## config.mk

```make
export PLATFORM = sky130hd
export DESIGN_NAME = dcm_lock_seq
export DESIGN_NICKNAME = d
export VERILOG_FILES = /design/src/rtl/dcm_lock_seq.sv
export SDC_FILE = /design/constraint.sdc
export NUM_CORES = 1
export LEC_CHECK = 0
export ABC_AREA = 1
export BUFFER_PORTS_ARGS = -buffer_cell sky130_fd_sc_hd__buf_4
export CAP_MARGIN = 20
export CORE_MARGIN = 1.5
export CORE_UTILIZATION = 54
export DETAILED_ROUTE_END_ITERATION = 7
export GPL_TIMING_DRIVEN = 0
export PLACE_DENSITY = 0.72
export SYNTH_ARGS = -nofsm -noshare
export SYNTH_HDL_FRONTEND = slang
export SYNTH_SLANG_ARGS = --single-unit
```

## constraint.sdc

```tcl
create_clock -name GLBclk -period 2.65 [get_ports GLBclk]
set_clock_uncertainty 0.2 [all_clocks]
set_input_delay 0.795 -clock GLBclk [delete_from_list [all_inputs] [get_ports GLBclk]]
set_output_delay 0.795 -clock GLBclk [all_outputs]
set_load 0.02 [all_outputs]
```

## src/rtl/dcm_lock_seq.sv

```systemverilog
// DCM power-up/recovery sequencer: pulses DCM reset, waits for lock with timeout
// and bounded retries, and requires a stable lock interval before releasing sys_rst_n.
module dcm_lock_seq #(
    parameter int RST_HOLD_CYCLES = 4,
    parameter int LOCK_TIMEOUT    = 1048576,
    parameter int STABLE_CYCLES   = 16,
    parameter int MAX_RETRIES     = 3,
    parameter int CNT_W           = 21
) (
    input  logic       GLBclk,
    input  logic       reset,
    input  logic       dcm_locked,
    output logic       dcm_rst,
    output logic       sys_rst_n,
    output logic       ready,
    output logic       fail,
    output logic [1:0] retry_cnt
);

    typedef enum logic [2:0] {
        S_HOLD, S_WAIT, S_STABLE, S_RUN, S_FAIL
    } state_t;

    localparam logic [CNT_W-1:0] HOLD_LIM = CNT_W'(RST_HOLD_CYCLES);
    localparam logic [CNT_W-1:0] TO_LIM   = CNT_W'(LOCK_TIMEOUT);
    localparam logic [CNT_W-1:0] ST_LIM   = CNT_W'(STABLE_CYCLES - 1);
    localparam logic [CNT_W-1:0] CNT_MAX  = {CNT_W{1'b1}};
    localparam logic [1:0]       MAX_R    = 2'(MAX_RETRIES);

    state_t           state_q, state_d;
    logic [CNT_W-1:0] cnt_q, cnt_d;
    logic [1:0]       retry_q, retry_d;
    logic             sync1_q, locked_s_q;
    logic             dcm_rst_q, sys_rst_n_q, ready_q, fail_q;
    logic             dcm_rst_d, sys_rst_n_d, ready_d, fail_d;

    always_comb begin
        state_d = state_q;
        cnt_d   = (cnt_q == CNT_MAX) ? cnt_q : cnt_q + 1'b1;
        retry_d = retry_q;
        unique case (state_q)
            S_HOLD: begin
                if (cnt_q >= HOLD_LIM) begin
                    state_d = S_WAIT;
                    cnt_d   = '0;
                end
            end
            S_WAIT: begin
                // A lock seen on the timeout cycle wins over the retry.
                if (locked_s_q) begin
                    state_d = S_STABLE;
                    cnt_d   = '0;
                end else if (cnt_q >= TO_LIM) begin
                    cnt_d = '0;
                    if (retry_q >= MAX_R) begin
                        state_d = S_FAIL;
                    end else begin
                        state_d = S_HOLD;
                        retry_d = (retry_q == 2'd3) ? 2'd3 : retry_q + 2'd1;
                    end
                end
            end
            S_STABLE: begin
                if (!locked_s_q) begin
                    state_d = S_WAIT;
                    cnt_d   = '0;
                end else if (cnt_q >= ST_LIM) begin
                    state_d = S_RUN;
                    cnt_d   = '0;
                    retry_d = 2'd0;
                end
            end
            S_RUN: begin
                cnt_d = '0;
                if (!locked_s_q) state_d = S_HOLD;
            end
            S_FAIL: cnt_d = '0;
            default: begin
                state_d = S_HOLD;
                cnt_d   = '0;
            end
        endcase
    end

    // Outputs are registered from the current state, so they trail it by one edge.
    always_comb begin
        dcm_rst_d   = (state_q == S_HOLD) || (state_q == S_FAIL);
        sys_rst_n_d = (state_q == S_RUN);
        ready_d     = (state_q == S_RUN);
        fail_d      = (state_q == S_FAIL);
    end

    always_ff @(posedge GLBclk) begin
        if (!reset) begin
            state_q     <= S_HOLD;
            cnt_q       <= '0;
            retry_q     <= 2'd0;
            sync1_q     <= 1'b0;
            locked_s_q  <= 1'b0;
            dcm_rst_q   <= 1'b1;
            sys_rst_n_q <= 1'b0;
            ready_q     <= 1'b0;
            fail_q      <= 1'b0;
        end else begin
            state_q     <= state_d;
            cnt_q       <= cnt_d;
            retry_q     <= retry_d;
            sync1_q     <= dcm_locked;
            locked_s_q  <= sync1_q;
            dcm_rst_q   <= dcm_rst_d;
            sys_rst_n_q <= sys_rst_n_d;
            ready_q     <= ready_d;
            fail_q      <= fail_d;
        end
    end

    assign dcm_rst   = dcm_rst_q;
    assign sys_rst_n = sys_rst_n_q;
    assign ready     = ready_q;
    assign fail      = fail_q;
    assign retry_cnt = retry_q;

endmodule

```

**Word level (Yosys, flattened, before mapping)**

Index checks and enable logic that the tools add are counted.

- Bitwise operators: 1
- Reductions and logical operators: 5
- Add/subtract/negate cells: 2
- Order comparisons: 4
- Eq/ne operators: 15
- Mux-type cells: 22

Operator list:

| kind | number |
|---|---|
| $mux 21 | 6 |
| $pmux 21 s3 | 1 |
| $add 21x1->21 const B | 1 |
| $eq 21x21->1 const B | 1 |
| $ge 21x21->1 const B | 1 |
| $ge 21x3->1 const B | 1 |
| $ge 21x4->1 const B | 1 |
| $mux 3 | 7 |
| $pmux 3 s5 | 1 |
| $ne 2x2->1 const B | 7 |
| $mux 2 | 6 |
| $eq 3x2->1 const B | 2 |
| $ne 3x3->1 const B | 2 |
| $reduce_and 6->1 | 1 |
| $reduce_and 5->1 | 1 |
| $pmux 2 s2 | 1 |
| $eq 3x1->1 const B | 1 |
| $eq 3x3->1 const B | 1 |
| $logic_not 3->1 | 1 |
| $add 2x1->2 const B | 1 |
| $eq 2x2->1 const B | 1 |
| $ge 2x2->1 const B | 1 |
| $reduce_bool 2->1 | 1 |
| $logic_or 1x1->1 | 1 |
| $not 1->1 | 1 |

- Logic and storage cells: 57
- Register bits: 31
- Input port bits: 3
- Output and inout port bits: 6

**Logic depth before layout (Yosys ltp)**

- Word-level depth: 6
- Depth in mapped cells: 11

**Worst setup path before layout**

No wires, ideal clock.

- Path kind: input to register
- Start point: in reset
- End point: reg cnt_q[10]
- Arrival: 1.743 ns
- Setup time: 0.070 ns
- Buffers on the path: 2
- Data required time: 2.380 ns
- Cell stages on the path: 6
- Setup slack: 0.637 ns
- Path through: buf_4 > inv_1 > a211oi_1 > nand2_4 > buf_6 > a21oi_1

RTL lines:

| element | RTL line | RTL |
|---|---|---|
| from (decl) | 11 | `input logic reset,` |
| to (signal assigned) | 106 | `cnt_q <= cnt_d;` |
| to (decl) | 31 | `logic [CNT_W-1:0] cnt_q, cnt_d;` |

**Worst setup path in the final report**

- Start point: reg cnt_q[1]
- End point: reg cnt_q[13]

- Longest elaborated chain between the ends: 5
- Elaborated cells on any way between the ends: 12

RTL lines:

| element | RTL line | RTL |
|---|---|---|
| $add 21x1->21 or $eq 21x21->1 (tied branches) | 39 | `cnt_d = (cnt_q == CNT_MAX) ? cnt_q : cnt_q + 1'b1;` |
| $mux 21 | 39 |  |
| $mux 21 (on tied branches) | 67, 53 |  |
| $mux 21 (on tied branches) | 64, 50 |  |
| $pmux 21 s3 (*) | 41 | `unique case (state_q)` |

Every way passes the cells marked *; elsewhere a longest branch is shown, timed or not.
A chain may end at the register's enable or synchronous reset.

==> results.md <==
* Status: finished, final reports clean
* Tmin final at 2025 ps
* CTS Buffer Depth at 2
* H-tree depth at 2
* Slowest stage delay, CP at between 400 and 500 ps
* Core area at between 3000 and 4000 µm²
* Final WS setup at 625.1 ps
* Final setup viols at 0
* Crit start category: flip-flop
* Synth area leaders: dfxtp_1 (34%), nand2_1 (11%), nor2_1 (10%)
* Unrepaired setup endpoints after global routing: no
* Die Ht at around 61 µm
* Initial antenna violation count at 0
* Critical path class: flip-flop to flip-flop
* Fraction of layout cells with a size suffix above 1 at between 10 and 15%
* CP Capture Type: flip-flop
* RD Place Congestion at 0.8835
* Fill cells at 308
* Clk pin slew, worst setup/hold paths at 90 ps
* Initial DRC count at 138
* Latest clock arrival within the worst-skew pair at 330 ps
* Maximum VDD drop at about 0.46 mV
* Clock Sinks at 31
* Req. time, crit path at 2690 ps
* Worst Path Buf+Inv at 0
* TritonCTS clock tree: yes
* IO buf count at 7
* Finished layout cell area at between 1500 and 2000 µm²
* LEAKAGE at between 0.0008 and 0.0009 µW
* Post-Syn Area per Cell at 6.647 µm²
* Die Area at 3704 µm²
* Initial core utilization at 57.80%
* Synth-to-Final Area Change at 9.066%
* First-pass GRT wire length at roughly 6600 µm
* Boundary Pins at 9
* Largest net degree at the start of global routing at 11
* # Post-CTS Setup Buffers at 0
* Cell row count at 20
* Width of the die at about 60 µm
* GRT Util Overall at 24.07%
* P per Cell Area at 658.7 nW/µm²
* Synth unique cells at 27
* Vias in the first global route at around 1500
* Antenna viol nets, final at 0
* Routed wire length per instance at 11.65 µm
* DRC viols at 0
* Routed wire length at 3843 µm
* Post-placement cell area at 1916 µm²
* Worst Tran Pin Value at 724.9 ps
* Peak Freq at around 0.49 GHz
* CP Max Fanout at 4
* Slew margin rel. at between 50% and 60%
* Final Hold Fails at 0
* Worst path slowest cell: dfxtp_1
* Yosys top cell by area: dfxtp_1
* Ant. Diodes at 0
* CP dominant cell by count: nand2_1
* Vias per cell at between 5 and 6
* Mapped cell area at 1808 µm²
* Gr ovfl total at 0
* Final net count at 291
* Mapped Nets at ~280
* Final hold slack at 250.3 ps
* Post-Syn Instances at about 270
* Seq/Total Area, Yosys at 34.33%
* Clk root buf: clkbuf_4
* Post_cts resized at 0
* Yosys reg bits at 31
* Hold buffers post-CTS at 0
* Final Max Slew Viols at 0
* Yosys top cell area share at 34.33%
* Fin Setup TNS at 0 ps
* CP arrival at slightly above 2000 ps
* Synth warnings at 0
* Worst slack, placed at 417.8 ps
* Worst-path cell chain: ha_1 > nand3_2 > nor2_2 > and3_2 > nand2_1 > nand3_1 > nand2_1 > nand2_1 > nor2_1
* Vias at 1696
* DP HPWL at 3042 µm
* Final worst-path cycle share at around 76%
* CTS Buf Count at 5
* Hold WC Path Type: flip-flop to flip-flop
* Crit path max-delay family: simple AND/OR/NAND/NOR gates
* Minimum setup slack among reg-to-reg paths at 630 ps
* Max-cap violations at 0
* Drt pass-1 iters at 4
## layout make-up
cell class / instances / area, µm² / area share (%)
buffer: 8 / 57.56 / 2.919
tap: 44 / 55.05 / 2.792
timing repair buffer: 7 / 52.55 / 2.665
clock buffer: 6 / 51.30 / 2.602
inverter: 34 / 127.6 / 6.472
clock inverter: 1 / 5.005 / 0.2538
sequential: 31 / 620.6 / 31.47
multi-input combinational: 199 / 1002 / 50.82
## state kept, by name, indices dropped and copies added, names as in the netlist
register,flops
cnt_q,21
state_q,3
retry_cnt,2
dcm_rst,1
fail,1
locked_s_q,1
ready,1
sync1_q,1
## cells in the mapped netlist
cell and number:
a211oi_1 1, a21oi_1 12, and2_1 1, and3_2 1, buf_2 1, buf_4 3, buf_6 2, clkbuf_1 2
dfxtp_1 31, ha_1 2, inv_1 33, inv_2 1, nand2_1 54, nand2_2 4, nand2_4 2, nand3_1 27
nand3_2 2, nand4_1 9, nor2_1 50, nor2_2 3, nor2_4 1, nor3_1 11, nor3_2 5, nor4_2 1
o21ai_0 4, xnor2_1 1, xor2_1 8
## per-stage QoR
stage | power (µW) | util [%] | std cells
5_1_grt | 1397 | 63.04 | 330
3_3_place_gp | 1028 | 61.24 | 323
6_report | 1299 | 63.04 | 330
2_1_floorplan | 931.8 | - | 272
4_1_cts | 1319 | 63.04 | 330
3_5_place_dp | 1035 | 61.24 | 323
## placed cells by master, fill, tap and decap left out, types with 3 or more instances in the layout
cell type  instances
a21oi_1           12
buf_4             10
clkbuf_4           5
dfxtp_1           31
inv_1             33
nand2_1           54
nand2_2            4
nand3_1           27
nand4_1            9
nor2_1            50
nor2_2             3
nor3_1            11
nor3_2             5
o21ai_0            4
xor2_1             8
## path summary, 6_finish.rpt
kind	startpoint	endpoint	cells after the start
worst max-delay path	cnt_q[1]	cnt_q[13]	9
worst min-delay path	sync1_q	locked_s_q	2
worst max register to register	cnt_q[1]	cnt_q[13]	9
worst min register to register	sync1_q	locked_s_q	2
## per-layer routing
layer  vias to the layer above  track usage [%]  share of wire (%)
met1                       757            35.03                 49
met3                         5            6.183                6.7
met2                        40            35.18                 43
met4                         0            6.832                1.0
li1                        894                -                  -
met5                         -                0                  0
## tightest hold or removal path, stage by stage (launching register included)
cell and delay [ps]:
dfxtp_1 310, nand2_1 70, inv_1 40
## power by group
group          total, µW  switching (µW)  internal (µW)  leakage, µW
combinational        458             301            157     0.000549
clock                279             156            123    0.0000341
sequential           562            49.1            513     0.000251
## cell families after synthesis
family / count (synthesis) / synth area share (%)
adder cells (fa/ha/maj): 2 / 1.384
XOR/XNOR: 9 / 4.360
AO/OA/AOI/OAI: 17 / 4.845
buffers and inverters: 42 / 10.24
AND/OR/NAND/NOR: 171 / 44.84
flip-flops: 31 / 34.33
No activity file was read; power rests on OpenSTA's default activity.
